$ cat config.mk
export PLATFORM = sky130hd
export DESIGN_NAME = ql_video_fetch_flat
export DESIGN_NICKNAME = d
export VERILOG_FILES = /design/src/rtl/ql_video_fetch_if.sv /design/src/rtl/ql_video_fetch.sv /design/src/flat_wrapper.sv
export SDC_FILE = /design/constraint.sdc
export NUM_CORES = 1
export LEC_CHECK = 0
export ABC_CLOCK_PERIOD_IN_PS = 5000
export CORE_UTILIZATION = 62
export CTS_CLUSTER_SIZE = 28
export DETAILED_ROUTE_END_ITERATION = 7
export PLACE_DENSITY = 0.83
export SYNTH_ARGS = -nofsm -noshare
export SYNTH_HDL_FRONTEND = slang
export SYNTH_SLANG_ARGS = --single-unit
$ cat constraint.sdc
create_clock -name clk_video -period 5 [get_ports clk_video]
set_input_delay 0.5 -clock clk_video [delete_from_list [all_inputs] [get_ports clk_video]]
set_output_delay 0.5 -clock clk_video [all_outputs]
set_load 0.005 [all_outputs]
$ cat src/rtl/ql_video_fetch_if.sv
// SDRAM read port between the video fetcher (master) and the arbiter (slave).
// One outstanding request; mem_ack retires it and qualifies mem_data.
interface ql_video_fetch_if #(
  parameter int AW = 19
) ();
  logic          mem_req;
  logic [AW-1:0] mem_addr;
  logic          mem_ack;
  logic [15:0]   mem_data;

  modport master (output mem_req, mem_addr, input  mem_ack, mem_data);
  modport slave  (input  mem_req, mem_addr, output mem_ack, mem_data);
endinterface

$ cat src/rtl/ql_video_fetch.sv
// Per-line screen word prefetcher: fetches LINE_WORDS words from SDRAM into a
// small FIFO and serves them to the ULA, releasing the bus (mdv_men) when done.
module ql_video_fetch #(
  parameter int DEPTH      = 8,
  parameter int LINE_WORDS = 64,
  parameter int AW         = 19
) (
  input  logic              clk_video,
  input  logic              reset,
  input  logic              line_start,
  input  logic [AW-1:0]     line_addr,
  input  logic              fetch_en,
  input  logic              word_rd,
  output logic [15:0]       word,
  output logic              word_valid,
  output logic              underrun,
  output logic              mdv_men,
  ql_video_fetch_if.master  mem
);
  localparam int PW = (DEPTH > 1) ? $clog2(DEPTH) : 1;
  localparam int FW = $clog2(LINE_WORDS + 1);

  typedef enum logic [1:0] {IDLE, FETCH, WAIT, DONE} state_t;

  typedef struct packed {
    logic [AW-1:0] addr;
    logic [FW-1:0] fetched;
    logic          req;
    logic [AW-1:0] maddr;
  } fetch_t;

  state_t        state, state_nxt;
  fetch_t        cur, nxt;
  logic [FW-1:0] fetched_inc;

  logic [15:0]   fifo_mem [DEPTH];
  logic [PW-1:0] wr_ptr, rd_ptr;
  logic [PW:0]   count;
  logic          push, pop, flush;

  assign mem.mem_req  = cur.req;
  assign mem.mem_addr = cur.maddr;
  assign fetched_inc  = cur.fetched + FW'(1);

  // Fetch control; line_start overrides every state and drops a coincident ack.
  always_comb begin
    nxt       = cur;
    state_nxt = state;
    push      = 1'b0;
    flush     = 1'b0;
    if (line_start) begin
      flush       = 1'b1;
      nxt.addr    = line_addr;
      nxt.fetched = '0;
      nxt.req     = 1'b0;
      state_nxt   = fetch_en ? FETCH : IDLE;
    end else begin
      unique case (state)
        FETCH: begin
          if (count < (PW+1)'(DEPTH)) begin
            nxt.req   = 1'b1;
            nxt.maddr = cur.addr;
            state_nxt = WAIT;
          end else begin
            nxt.req = 1'b0;
          end
        end
        WAIT: begin
          if (mem.mem_ack) begin
            push        = 1'b1;
            nxt.req     = 1'b0;
            nxt.addr    = cur.addr + AW'(1);
            nxt.fetched = fetched_inc;
            state_nxt   = (fetched_inc == FW'(LINE_WORDS)) ? DONE : FETCH;
          end
        end
        default: nxt.req = 1'b0;
      endcase
    end
  end

  // A read strobe alongside line_start is served as an underrun.
  always_comb begin
    pop = word_rd && !line_start && (count != '0);
  end

  always_ff @(posedge clk_video) begin
    if (reset) begin
      state   <= IDLE;
      cur     <= '0;
      mdv_men <= 1'b1;
    end else begin
      state   <= state_nxt;
      cur     <= nxt;
      mdv_men <= (state_nxt == IDLE) || (state_nxt == DONE);
    end
  end

  always_ff @(posedge clk_video) begin
    if (push) fifo_mem[wr_ptr] <= mem.mem_data;
  end

  always_ff @(posedge clk_video) begin
    if (reset || flush) begin
      wr_ptr <= '0;
      rd_ptr <= '0;
      count  <= '0;
    end else begin
      if (push) wr_ptr <= wr_ptr + PW'(1);
      if (pop)  rd_ptr <= rd_ptr + PW'(1);
      unique case ({push, pop})
        2'b10:   count <= count + (PW+1)'(1);
        2'b01:   count <= count - (PW+1)'(1);
        default: count <= count;
      endcase
    end
  end

  // Pop reads the pre-push head, so a word pushed this cycle is not yet visible.
  always_ff @(posedge clk_video) begin
    if (reset) begin
      word       <= '0;
      word_valid <= 1'b0;
      underrun   <= 1'b0;
    end else begin
      word_valid <= word_rd;
      if (word_rd) begin
        if (pop) begin
          word <= fifo_mem[rd_ptr];
        end else begin
          word     <= '0;
          underrun <= 1'b1;
        end
      end
    end
  end
endmodule

$ cat src/flat_wrapper.sv
// flat-port wrapper written by rule: the top's interface ports become plain ports
module ql_video_fetch_flat 
#(
  parameter int DEPTH      = 8,
  parameter int LINE_WORDS = 64,
  parameter int AW         = 19
)
  (clk_video, reset, line_start, line_addr, fetch_en, word_rd, word, word_valid, underrun, mdv_men, mem_mem_req, mem_mem_addr, mem_mem_ack, mem_mem_data);
  ql_video_fetch_if #(.AW(AW)) mem_i ();
  input  logic clk_video;
  input  logic reset;
  input  logic line_start;
  input  logic [AW-1:0] line_addr;
  input  logic fetch_en;
  input  logic word_rd;
  output logic [15:0] word;
  output logic word_valid;
  output logic underrun;
  output logic mdv_men;
  output wire logic [$bits(mem_i.mem_req)-1:0] mem_mem_req;
  output wire logic [$bits(mem_i.mem_addr)-1:0] mem_mem_addr;
  input wire logic [$bits(mem_i.mem_ack)-1:0] mem_mem_ack;
  input wire logic [$bits(mem_i.mem_data)-1:0] mem_mem_data;
  assign mem_mem_req = mem_i.mem_req;
  assign mem_mem_addr = mem_i.mem_addr;
  assign mem_i.mem_ack = mem_mem_ack;
  assign mem_i.mem_data = mem_mem_data;
  ql_video_fetch #(.DEPTH(DEPTH), .LINE_WORDS(LINE_WORDS), .AW(AW)) u_core (.clk_video(clk_video), .reset(reset), .line_start(line_start), .line_addr(line_addr), .fetch_en(fetch_en), .word_rd(word_rd), .word(word), .word_valid(word_valid), .underrun(underrun), .mdv_men(mdv_men), .mem(mem_i));
endmodule
==> results.yml, run 1 <==
logic_synthesis:
  syn_area_per_cell_sq_um: 13.6
  synth_edf_count: 128
  synth_area_leaders: "edfxtp_1 (45%), dfxtp_1 (19%), mux4_1 (9.2%)"
  synthArstFlopShare: 0
  synth_top_area_share: 0.446
  syn-num-nets: 683
  ys_ff_latch: 208
  seq_area_frac_synth: 0.632
  yosysMostFrequentCell: "edfxtp_1"
  synthCells: 632
  syn-cell-area_sq_um: 8610
  synth_top_area_cell: "edfxtp_1"
  synth_warnings: 0
  synthTopCellsByCount: "edfxtp_1 (128), dfxtp_1 (80), nand2_1 (67), nor2_1 (65), a21oi_1 (46)"
  netlist-cell-type-count: 47
  ys.flop_type: "edfxtp_1"
floorplanning:
  io_pins: 80
  core-area_sq_um: 13400
  start_util: 0.643
  rows: 42
  die_w_um: 120
  die_y_um: 120
  dieArea_sq_um: 14400
sta:
  worstMarginPinSlew_ps: 1250
  fin_crit_sh: 0.611
  setup_viol: 0
  fin_ws_ps: 1950
  slew_headroom: 0.161
  fin_crit_ps: 3050
  slew_viol_final: 0
  rsz0062_at_grt: "false"
  hold_viol_final: 0
  fin_skew_ps: 10.1
  final.setup.tns_ps: 0
  fmax_mhz: 327
place:
  port_buffers: 79
  place_congestion: 0.903
  dp_hpwl_mm: 10.5
  pre_cts_ws_ps: 1480
  place_area_sq_um: 9430
power:
  leakagePower_uw: 0.00335
  p_total_uw: 3500
  ir_drop_v: 0.000298
  p_per_area_nw_per_um2: 346
routing:
  wl_mm: 17.4
  wl_per_cell_um: 19.7
  avgViaCountPerCell: 5.85
  route.detailed.drc: 0
  dr.pass1.iters: 5
  drtAntennaViolNets: 0
  drt-initial-drc-count: 484
  vias: 5193
clock_network:
  post_cts_buffers: 0
  clock_latency_ps: 500
  cts_resized: 0
  clk_path_buf_depth: 3
  cts.root.buffer_cell: "clkbuf_16"
  cts_tree: "built"
  cts_sinks: 208
  numCtsBuffers: 21
  htreeDepth: 1
  postCtsHoldBufs: 0
  clk_pin_slew_worst_paths_ps: 60
final_layout:
  num_antenna_cells: 0
  seqCellArea_sq_um: 5450
  synthToLayoutAreaGrowth_pct: 17.5
  final_area_sq_um: 10100
  multi_input_area_sq_um: 2880
  nets: 747
  drive_gt1_frac: 0.113
  n_fill_cell: 830
critical_path:
  end_kind: "flip-flop"
  cp.required_ps: 5420
  path_class: "primary input to flip-flop"
  critPathLaunchType: "primary input"
  crit_arrival_ps: 3470
  path_max_fanout: 19
global_routing:
  globalRouteTotalUtil: 0.250
  grt_remaining_overflow: 0
  antenna_found_initial: 0
  grt_pass1_wl_mm: 27.1
  grt_pass1_vias: 5287
  grt_start_max_net_pins: 61
job:
  maxCapViolations: 0
outcome:
  status: "completed"
hold_path:
  hp-class: "flip-flop to flip-flop"
==> critical path: stages <==
cell and delay, ps:
clkdlybuf4s50_1 810, nor2_1 460, inv_1 210, ha_1 280, ha_1 290, a21o_1 170, a21oi_1 170, xnor2_1 90
or3_1 320, a21oi_1 150
==> state kept, by name, indices dropped and copies added (netlist names), named ones only <==
name and cells:
u_core.word 16, u_core.mem.mem_req 1, u_core.mdv_men 1, u_core.underrun 1
u_core.wr_ptr 3, u_core.fifo_mem 128, u_core.rd_ptr 3, u_core.count 4
u_core.cur 26, u_core.state 2, u_core.mem.mem_addr 19, u_core.word_valid 1
==> area by class of cell <==
type | count | share of cell area
Sequential cell | 208 | 0.538
Multi-Input combinational cell | 367 | 0.284
Inverter | 10 | 0.00371
Clock buffer | 28 | 0.0577
Tap cell | 176 | 0.0218
Clock inverter | 10 | 0.00977
Timing Repair Buffer | 88 | 0.0844
==> metal layers <==
layer / wire [um] / GRT usage / share of wire / vias to the layer above
met4: 442 / 0.0859 / 0.025 / 0
li1: - / - / - / 2436
met1: 7290 / 0.319 / 0.42 / 2525
met3: 991 / 0.0437 / 0.057 / 37
met2: 8710 / 0.434 / 0.50 / 195
met5: 0 / 0 / 0 / -
==> where the power goes <==
part           switching (uW)  internal [uW]
Sequential               15.5           1830
Combinational            55.2           49.6
Clock                     624            923
==> metrics by stage <==
stage / util / instances / hold slack (ps)
after global routing: 0.755 / 887 / 479
after floorplan: - / 632 / 437
after detailed placement: 0.704 / 849 / 446
after CTS: 0.755 / 887 / 454
final: 0.755 / 887 / 454
after global placement: 0.704 / 849 / 441
==> cells in the final DEF (no fill, tap or decap), types with 5 or more instances in the layout <==
cell,instances
clkbuf_1,5
nand4_1,9
nor2b_1,19
xnor2_1,13
buf_4,9
dfxtp_1,80
ha_1,9
edfxtp_1,128
mux4_1,30
a211oi_1,7
a21oi_1,46
a21oi_2,9
inv_1,9
xor2_1,16
nor3_1,5
nand2_1,67
nor2_1,62
clkinv_1,5
clkbuf_16,22
nand3_1,6
clkdlybuf4s50_1,78
mux2_2,16
o21ai_0,8
==> path summary, 6_finish.rpt <==
kind / start / endpoint / slack, ps / depth (start not counted)
worst max-delay path: line_start / u_core.count[3]$_SDFFE_PP0P_ / 1950 / 10
worst min-delay path: u_core.mem.mem_addr[6]$_SDFFE_PP0P_ / u_core.mem.mem_addr[6]$_SDFFE_PP0P_ / 450 / 2
worst max register to register: u_core.state[1]$_SDFF_PP0_ / u_core.count[3]$_SDFFE_PP0P_ / 2020 / 11
worst min register to register: u_core.mem.mem_addr[6]$_SDFFE_PP0P_ / u_core.mem.mem_addr[6]$_SDFFE_PP0P_ / 450 / 2
==> cells by family after synthesis <==
| group | Yosys count | synth area share |
|---|---|---|
| AO/OA/AOI/OAI | 79 | 0.0562 |
| XOR/XNOR | 29 | 0.0295 |
| adder cells (fa/ha/maj) | 10 | 0.0154 |
| buffers and inverters | 57 | 0.0384 |
| flip-flops | 208 | 0.632 |
| multiplexers | 52 | 0.122 |
| AND/OR/NAND/NOR | 197 | 0.106 |
No activity file was read; power rests on OpenSTA's default activity.
==> run 2, diff against run 1 <==
--- a/config.mk
+++ b/config.mk
@@ -5,11 +5,11 @@
 export SDC_FILE = /design/constraint.sdc
 export NUM_CORES = 1
 export LEC_CHECK = 0
-export ABC_CLOCK_PERIOD_IN_PS = 5000
-export CORE_UTILIZATION = 62
+export ABC_CLOCK_PERIOD_IN_PS = 3100
+export CORE_UTILIZATION = 57
 export CTS_CLUSTER_SIZE = 28
 export DETAILED_ROUTE_END_ITERATION = 7
-export PLACE_DENSITY = 0.83
+export PLACE_DENSITY = 0.77
 export SYNTH_ARGS = -nofsm -noshare
 export SYNTH_HDL_FRONTEND = slang
 export SYNTH_SLANG_ARGS = --single-unit
==> constraint.sdc (replaced) <==
create_clock -name clk_video -period 3.1 [get_ports clk_video]
set_input_delay 0.31 -clock clk_video [delete_from_list [all_inputs] [get_ports clk_video]]
set_output_delay 0.31 -clock clk_video [all_outputs]
set_load 0.005 [all_outputs]
==> run 2 against run 1 <==
  * Highest routed layer is now met5
  * Critical path type is now flip-flop to flip-flop
  * Worst hold slack got worse by 100 ps
  * Combinational power increased by 61%
  * Critical endpoint unchanged
  * Global-route usage is 3.2 points lower
  * Final cell count is 1.7% higher
  * The run now ends with design-rule violations left
  * Routed wire length decreased by 3.4%
==> results.yml, run 2 (synthesis gave the netlist of run 1 again) <==
outcome:
  status: "finished, violations left"
  failed_checks: "design-rule violations"
place:
  place_congestion: 0.810
  dp_hpwl_mm: 10.1
  port_buffers: 79
  pre_cts_ws_ps: 292
sta:
  fin_ws_ps: 438
  rsz0062_at_grt: "false"
  fmax_mhz: 376
  slew_headroom: 0.178
  setup_viol: 0
  fin_crit_sh: 0.859
  fin_crit_ps: 2660
  fin_skew_ps: 12.1
  whs_ps: 353
  worstMarginPinSlew_ps: 1230
  hold_viol_final: 0
  slew_viol_final: 0
  final.setup.tns_ps: 0
routing:
  dr.pass1.iters: 8
  drt-initial-drc-count: 424
  route.detailed.drc: 20
  drtAntennaViolNets: 0
  wl_per_cell_um: 18.7
  vias: 5176
  wl_mm: 16.8
  avgViaCountPerCell: 5.74
hold_path:
  hp-class: "primary input to flip-flop"
  hold_end: "u_core.cur[21]$_SDFFE_PP0N_"
  min_from: "reset"
  min_path_cells: 3
critical_path:
  timing.rr.start: "u_core.state[1]$_SDFF_PP0_"
  critPathLaunchType: "flip-flop"
  timing.critical_path.buf_inv: 1
  crit_arrival_ps: 3070
  path_max_fanout: 7
  cp.required_ps: 3510
  r2r_end: "u_core.count[3]$_SDFFE_PP0P_"
  ff2ff_path_depth: 11
  path_cells: "ha_1 -> nand2_1 -> nor2_1 -> inv_1 -> ha_1 -> ha_1 -> a21o_1 -> a21oi_1 -> xnor2_1 -> or3_1 -> a21oi_1"
  end_kind: "flip-flop"
  critical-path-slowest-cell: "dfxtp_1"
  crit_top_cell: "ha_1"
  path_class: "flip-flop to flip-flop"
  reg2reg_slack_ps: 440
  cp_slowest_stage_delay_ps: 410
  crit_path_start: "u_core.state[1]$_SDFF_PP0_"
  critical_path.top_delay_family: "adder cells"
final_layout:
  drive_gt1_frac: 0.116
  largest_reg_flops: 128
  nets: 755
  regMostFlops: "u_core.fifo_mem"
  num_antenna_cells: 0
  synthToLayoutAreaGrowth_pct: 17.3
  n_fill_cell: 1030
  fin_util: 0.690
  final_common_cell: "edfxtp_1"
  final_cell_mix: "edfxtp_1 (128), dfxtp_1 (80), clkdlybuf4s50_1 (78), nand2_1 (67), nor2_1 (65)"
clock_network:
  numCtsBuffers: 21
  clk_path_buf_depth: 3
  cts.root.buffer_cell: "clkbuf_16"
  clock_latency_ps: 490
  htreeDepth: 1
  cts_sinks: 208
  cts_tree: "built"
  post_cts_buffers: 0
  clk_pin_slew_worst_paths_ps: 60
  postCtsHoldBufs: 0
  cts_resized: 0
global_routing:
  grt_pass1_wl_mm: 26.5
  grt_pass1_vias: 4991
  antenna_found_initial: 1
  grt_start_max_net_pins: 60
  globalRouteTotalUtil: 0.218
  grt_remaining_overflow: 0
power:
  ir_drop_v: 0.000524
  leakagePower_uw: 0.00336
  p_per_area_nw_per_um2: 537
floorplanning:
  die_y_um: 125
  dieArea_sq_um: 15600
  io_pins: 80
  core-area_sq_um: 14600
  start_util: 0.588
  rows: 44
  die_w_um: 125
job:
  maxCapViolations: 0
-- run 2: cell count changes in the layout (fill, tap and decap cells not counted), sizes merged --
cell,change
bufinv,-2
clkinv,-4
buf,+8
clkbuf,+5
-- run 2: routing by layer --
layer,vias up,GRT usage,share of wire
met5,-,0,0.00077
met4,2,0.0674,0.024
met3,34,0.0382,0.052
met2,147,0.361,0.47
met1,2533,0.297,0.45
li1,2460,-,-
-- run 2: metrics by stage --
| step | power, uW | area (sq um) | std cells |
|---|---|---|---|
| after global routing | 5590 | 10100 | 902 |
| final | 5420 | 10100 | 902 |
| after detailed placement | 3200 | 9490 | 865 |
| after floorplan | 3100 | 8610 | 632 |
| after global placement | 3200 | 9490 | 865 |
| after CTS | 5460 | 10100 | 902 |
-- run 2: worst max-delay path by stage --
stage / cells after the start / to / slack (ps)
final: 11 / u_core.count[3]$_SDFFE_PP0P_ / 440
after global routing: 11 / u_core.count[3]$_SDFFE_PP0P_ / 280
after CTS: 11 / u_core.count[3]$_SDFFE_PP0P_ / 500
after detailed placement: 11 / u_core.count[3]$_SDFFE_PP0P_ / 290
after global placement: 11 / u_core.count[3]$_SDFFE_PP0P_ / 390
after floorplan: 6 / u_core.fifo_mem[0][0]$_DFFE_PP_ / 9
-- run 2: cell type report --
type / instances / area (sq um) / area share
sequential: 208 / 5450 / 0.539
multi-input combinational: 367 / 2860 / 0.283
timing repair buffer: 96 / 913 / 0.0904
clock buffer: 33 / 591 / 0.0585
tap: 184 / 230 / 0.0228
inverter: 10 / 37.5 / 0.00372
clock inverter: 4 / 23.8 / 0.00235
-- run 2: tightest hold or removal path: cells and delay by family --
kind,cells,cell delay (ps)
buffers and inverters,1,90
and+or+nand+nor,1,320
AOI/OAI and AO/OA,1,60
-- run 2: report_power, final --
part / internal (uW) / switching [uW] / leakage [uW]
Clock: 1310 / 969 / 0.000301
Sequential: 2950 / 24.2 / 0.00180
Combinational: 81.5 / 87.4 / 0.00126
==> run 3, diff against run 2 <==
--- a/config.mk
+++ b/config.mk
@@ -5,7 +5,7 @@
 export SDC_FILE = /design/constraint.sdc
 export NUM_CORES = 1
 export LEC_CHECK = 0
-export ABC_CLOCK_PERIOD_IN_PS = 3100
+export ABC_CLOCK_PERIOD_IN_PS = 2800
 export CORE_UTILIZATION = 57
 export CTS_CLUSTER_SIZE = 28
 export DETAILED_ROUTE_END_ITERATION = 7
==> constraint.sdc (replaced) <==
create_clock -name clk_video -period 2.8 [get_ports clk_video]
set_input_delay 0.28 -clock clk_video [delete_from_list [all_inputs] [get_ports clk_video]]
set_output_delay 0.28 -clock clk_video [all_outputs]
set_load 0.005 [all_outputs]
==> run 3 against run 2 <==
  * The flow still finishes with violations (design-rule violations)
  * Largest power group is now the clock network
  * Sequential power rose by 11%
  * Sequential cell count did not move
  * Clock skew fell by 3.2 ps
  * First-iteration DRC count fell by 16%
  * Total power rose by 25%
  * Die area did not move
  * Via count rose by 0.64%
  * Worst setup slack got worse by 120 ps
  * Non-clock buffer count rose by 3
  * Largest cell class unchanged
  * Routed wire length rose by 0.64%
  * Worst hold slack got worse by 140 ps
  * Critical endpoint unchanged
  * Global-route usage rose by 0.57 points
==> results.yml, run 3 (synthesis gave the netlist of run 1 again) <==
sta:
  fin_crit_sh: 0.886
  slew_headroom: 0.217
  hold_viol_final: 0
  final.setup.tns_ps: 0
  worstMarginPinSlew_ps: 1170
  fin_skew_ps: 8.92
  slew_viol_final: 0
  fin_crit_ps: 2480
  fmax_mhz: 403
  rsz0062_at_grt: "false"
  setup_viol: 0
clock_network:
  cts_sinks: 208
  clk_path_buf_depth: 3
  cts_resized: 0
  cts_tree: "built"
  clk_pin_slew_worst_paths_ps: 60
  clock_latency_ps: 500
  post_cts_buffers: 0
  numCtsBuffers: 22
  cts.root.buffer_cell: "clkbuf_16"
  postCtsHoldBufs: 0
  htreeDepth: 1
critical_path:
  end_kind: "flip-flop"
  critPathLaunchType: "flip-flop"
  crit_arrival_ps: 2910
  path_class: "flip-flop to flip-flop"
  path_max_fanout: 7
  cp.required_ps: 3230
final_layout:
  final_common_cell: "edfxtp_1"
  stdcell_count: 908
  synthToLayoutAreaGrowth_pct: 20.5
  fin_util: 0.708
  num_antenna_cells: 0
  final_cell_mix: "edfxtp_1 (128), dfxtp_1 (80), clkdlybuf4s50_1 (78), nand2_1 (67), nor2_1 (65)"
  n_fill_cell: 960
  nets: 759
  final_area_sq_um: 10400
  drive_gt1_frac: 0.134
  largest_reg_flops: 128
  regMostFlops: "u_core.fifo_mem"
place:
  place_area_sq_um: 9520
  port_buffers: 79
  dp_hpwl_mm: 10.5
  place_congestion: 0.804
  placed_cells: 868
power:
  p_per_area_nw_per_um2: 655
  leakagePower_uw: 0.00350
  ir_drop_v: 0.000581
job:
  maxCapViolations: 0
routing:
  wl_mm: 17.0
  route.detailed.drc: 24
  drtAntennaViolNets: 0
  avgViaCountPerCell: 5.74
  vias: 5209
  dr.pass1.iters: 8
  wl_per_cell_um: 18.7
  drt-initial-drc-count: 357
hold_path:
  hp-class: "primary input to flip-flop"
global_routing:
  globalRouteTotalUtil: 0.224
  grt_start_max_net_pins: 43
  grt_pass1_vias: 5242
  grt_pass1_wl_mm: 27.0
  grt_remaining_overflow: 0
  antenna_found_initial: 0
outcome:
  status: "finished, violations left"
  failed_checks: "design-rule violations"
floorplanning:
  die_y_um: 125
  core-area_sq_um: 14600
  start_util: 0.588
  io_pins: 80
  dieArea_sq_um: 15600
  die_w_um: 125
  rows: 44
## run 3: cell types whose count changed in the layout (fill, tap and decap cells not counted), moves of 2 or more
cell,change
buf_4,+3
bufinv_16,+6
clkbuf_1,-8
clkbuf_16,+2
clkbuf_8,+2
## run 3: routing by layer
metal | global-route usage | wire length (um)
met4 | 0.0646 | 362
met5 | 0 | 0
met2 | 0.383 | 8250
met3 | 0.0477 | 1150
met1 | 0.289 | 7190
## run 3: critical path, stage by stage (launching register included)
cell and delay, ps:
dfxtp_1 390, ha_1 290, nand2_1 100, nor2_1 120
inv_1 70, ha_1 240, ha_1 290, a21o_1 180
a21oi_1 180, xnor2_1 90, or3_1 300, a21oi_1 140
## run 3: stage by stage
stage                     power (uW)  setup WS, ps  hold WS [ps]
after floorplan                 3430           114           379
after global placement          3540           309           440
after detailed placement        3550           237           447
after CTS                       6850           318           213
after global routing            6990           155           231
final                           6800           320           214
## run 3: worst paths after layout
| kind | depth (start not counted) | startpoint | slack (ps) | to |
|---|---|---|---|---|
| max | 11 | u_core.state[1]$_SDFF_PP0_ | 320 | u_core.count[3]$_SDFFE_PP0P_ |
| min | 2 | reset | 210 | u_core.cur[28]$_SDFFE_PP0P_ |
| min reg2reg | 2 | u_core.mem.mem_addr[3]$_SDFFE_PP0P_ | 450 | u_core.mem.mem_addr[3]$_SDFFE_PP0P_ |
| max reg2reg | 11 | u_core.state[1]$_SDFF_PP0_ | 320 | u_core.count[3]$_SDFFE_PP0P_ |
## run 3: final cells by class
class	count	area, sq um	share of cell area
flip-flops and latches	208	5450	0.525
multi-input cells	367	2870	0.277
repair buffers	99	936	0.0902
clock buffers	29	638	0.0615
well taps	184	230	0.0222
clock inverters	11	216	0.0209
inverters	10	37.5	0.00362
## run 3: power by group
| part | internal, uW | total [uW] | switching [uW] |
|---|---|---|---|
| clock | 2160 | 3310 | 1150 |
| combinational | 91.0 | 189 | 98.2 |
| sequential | 3270 | 3300 | 27.4 |
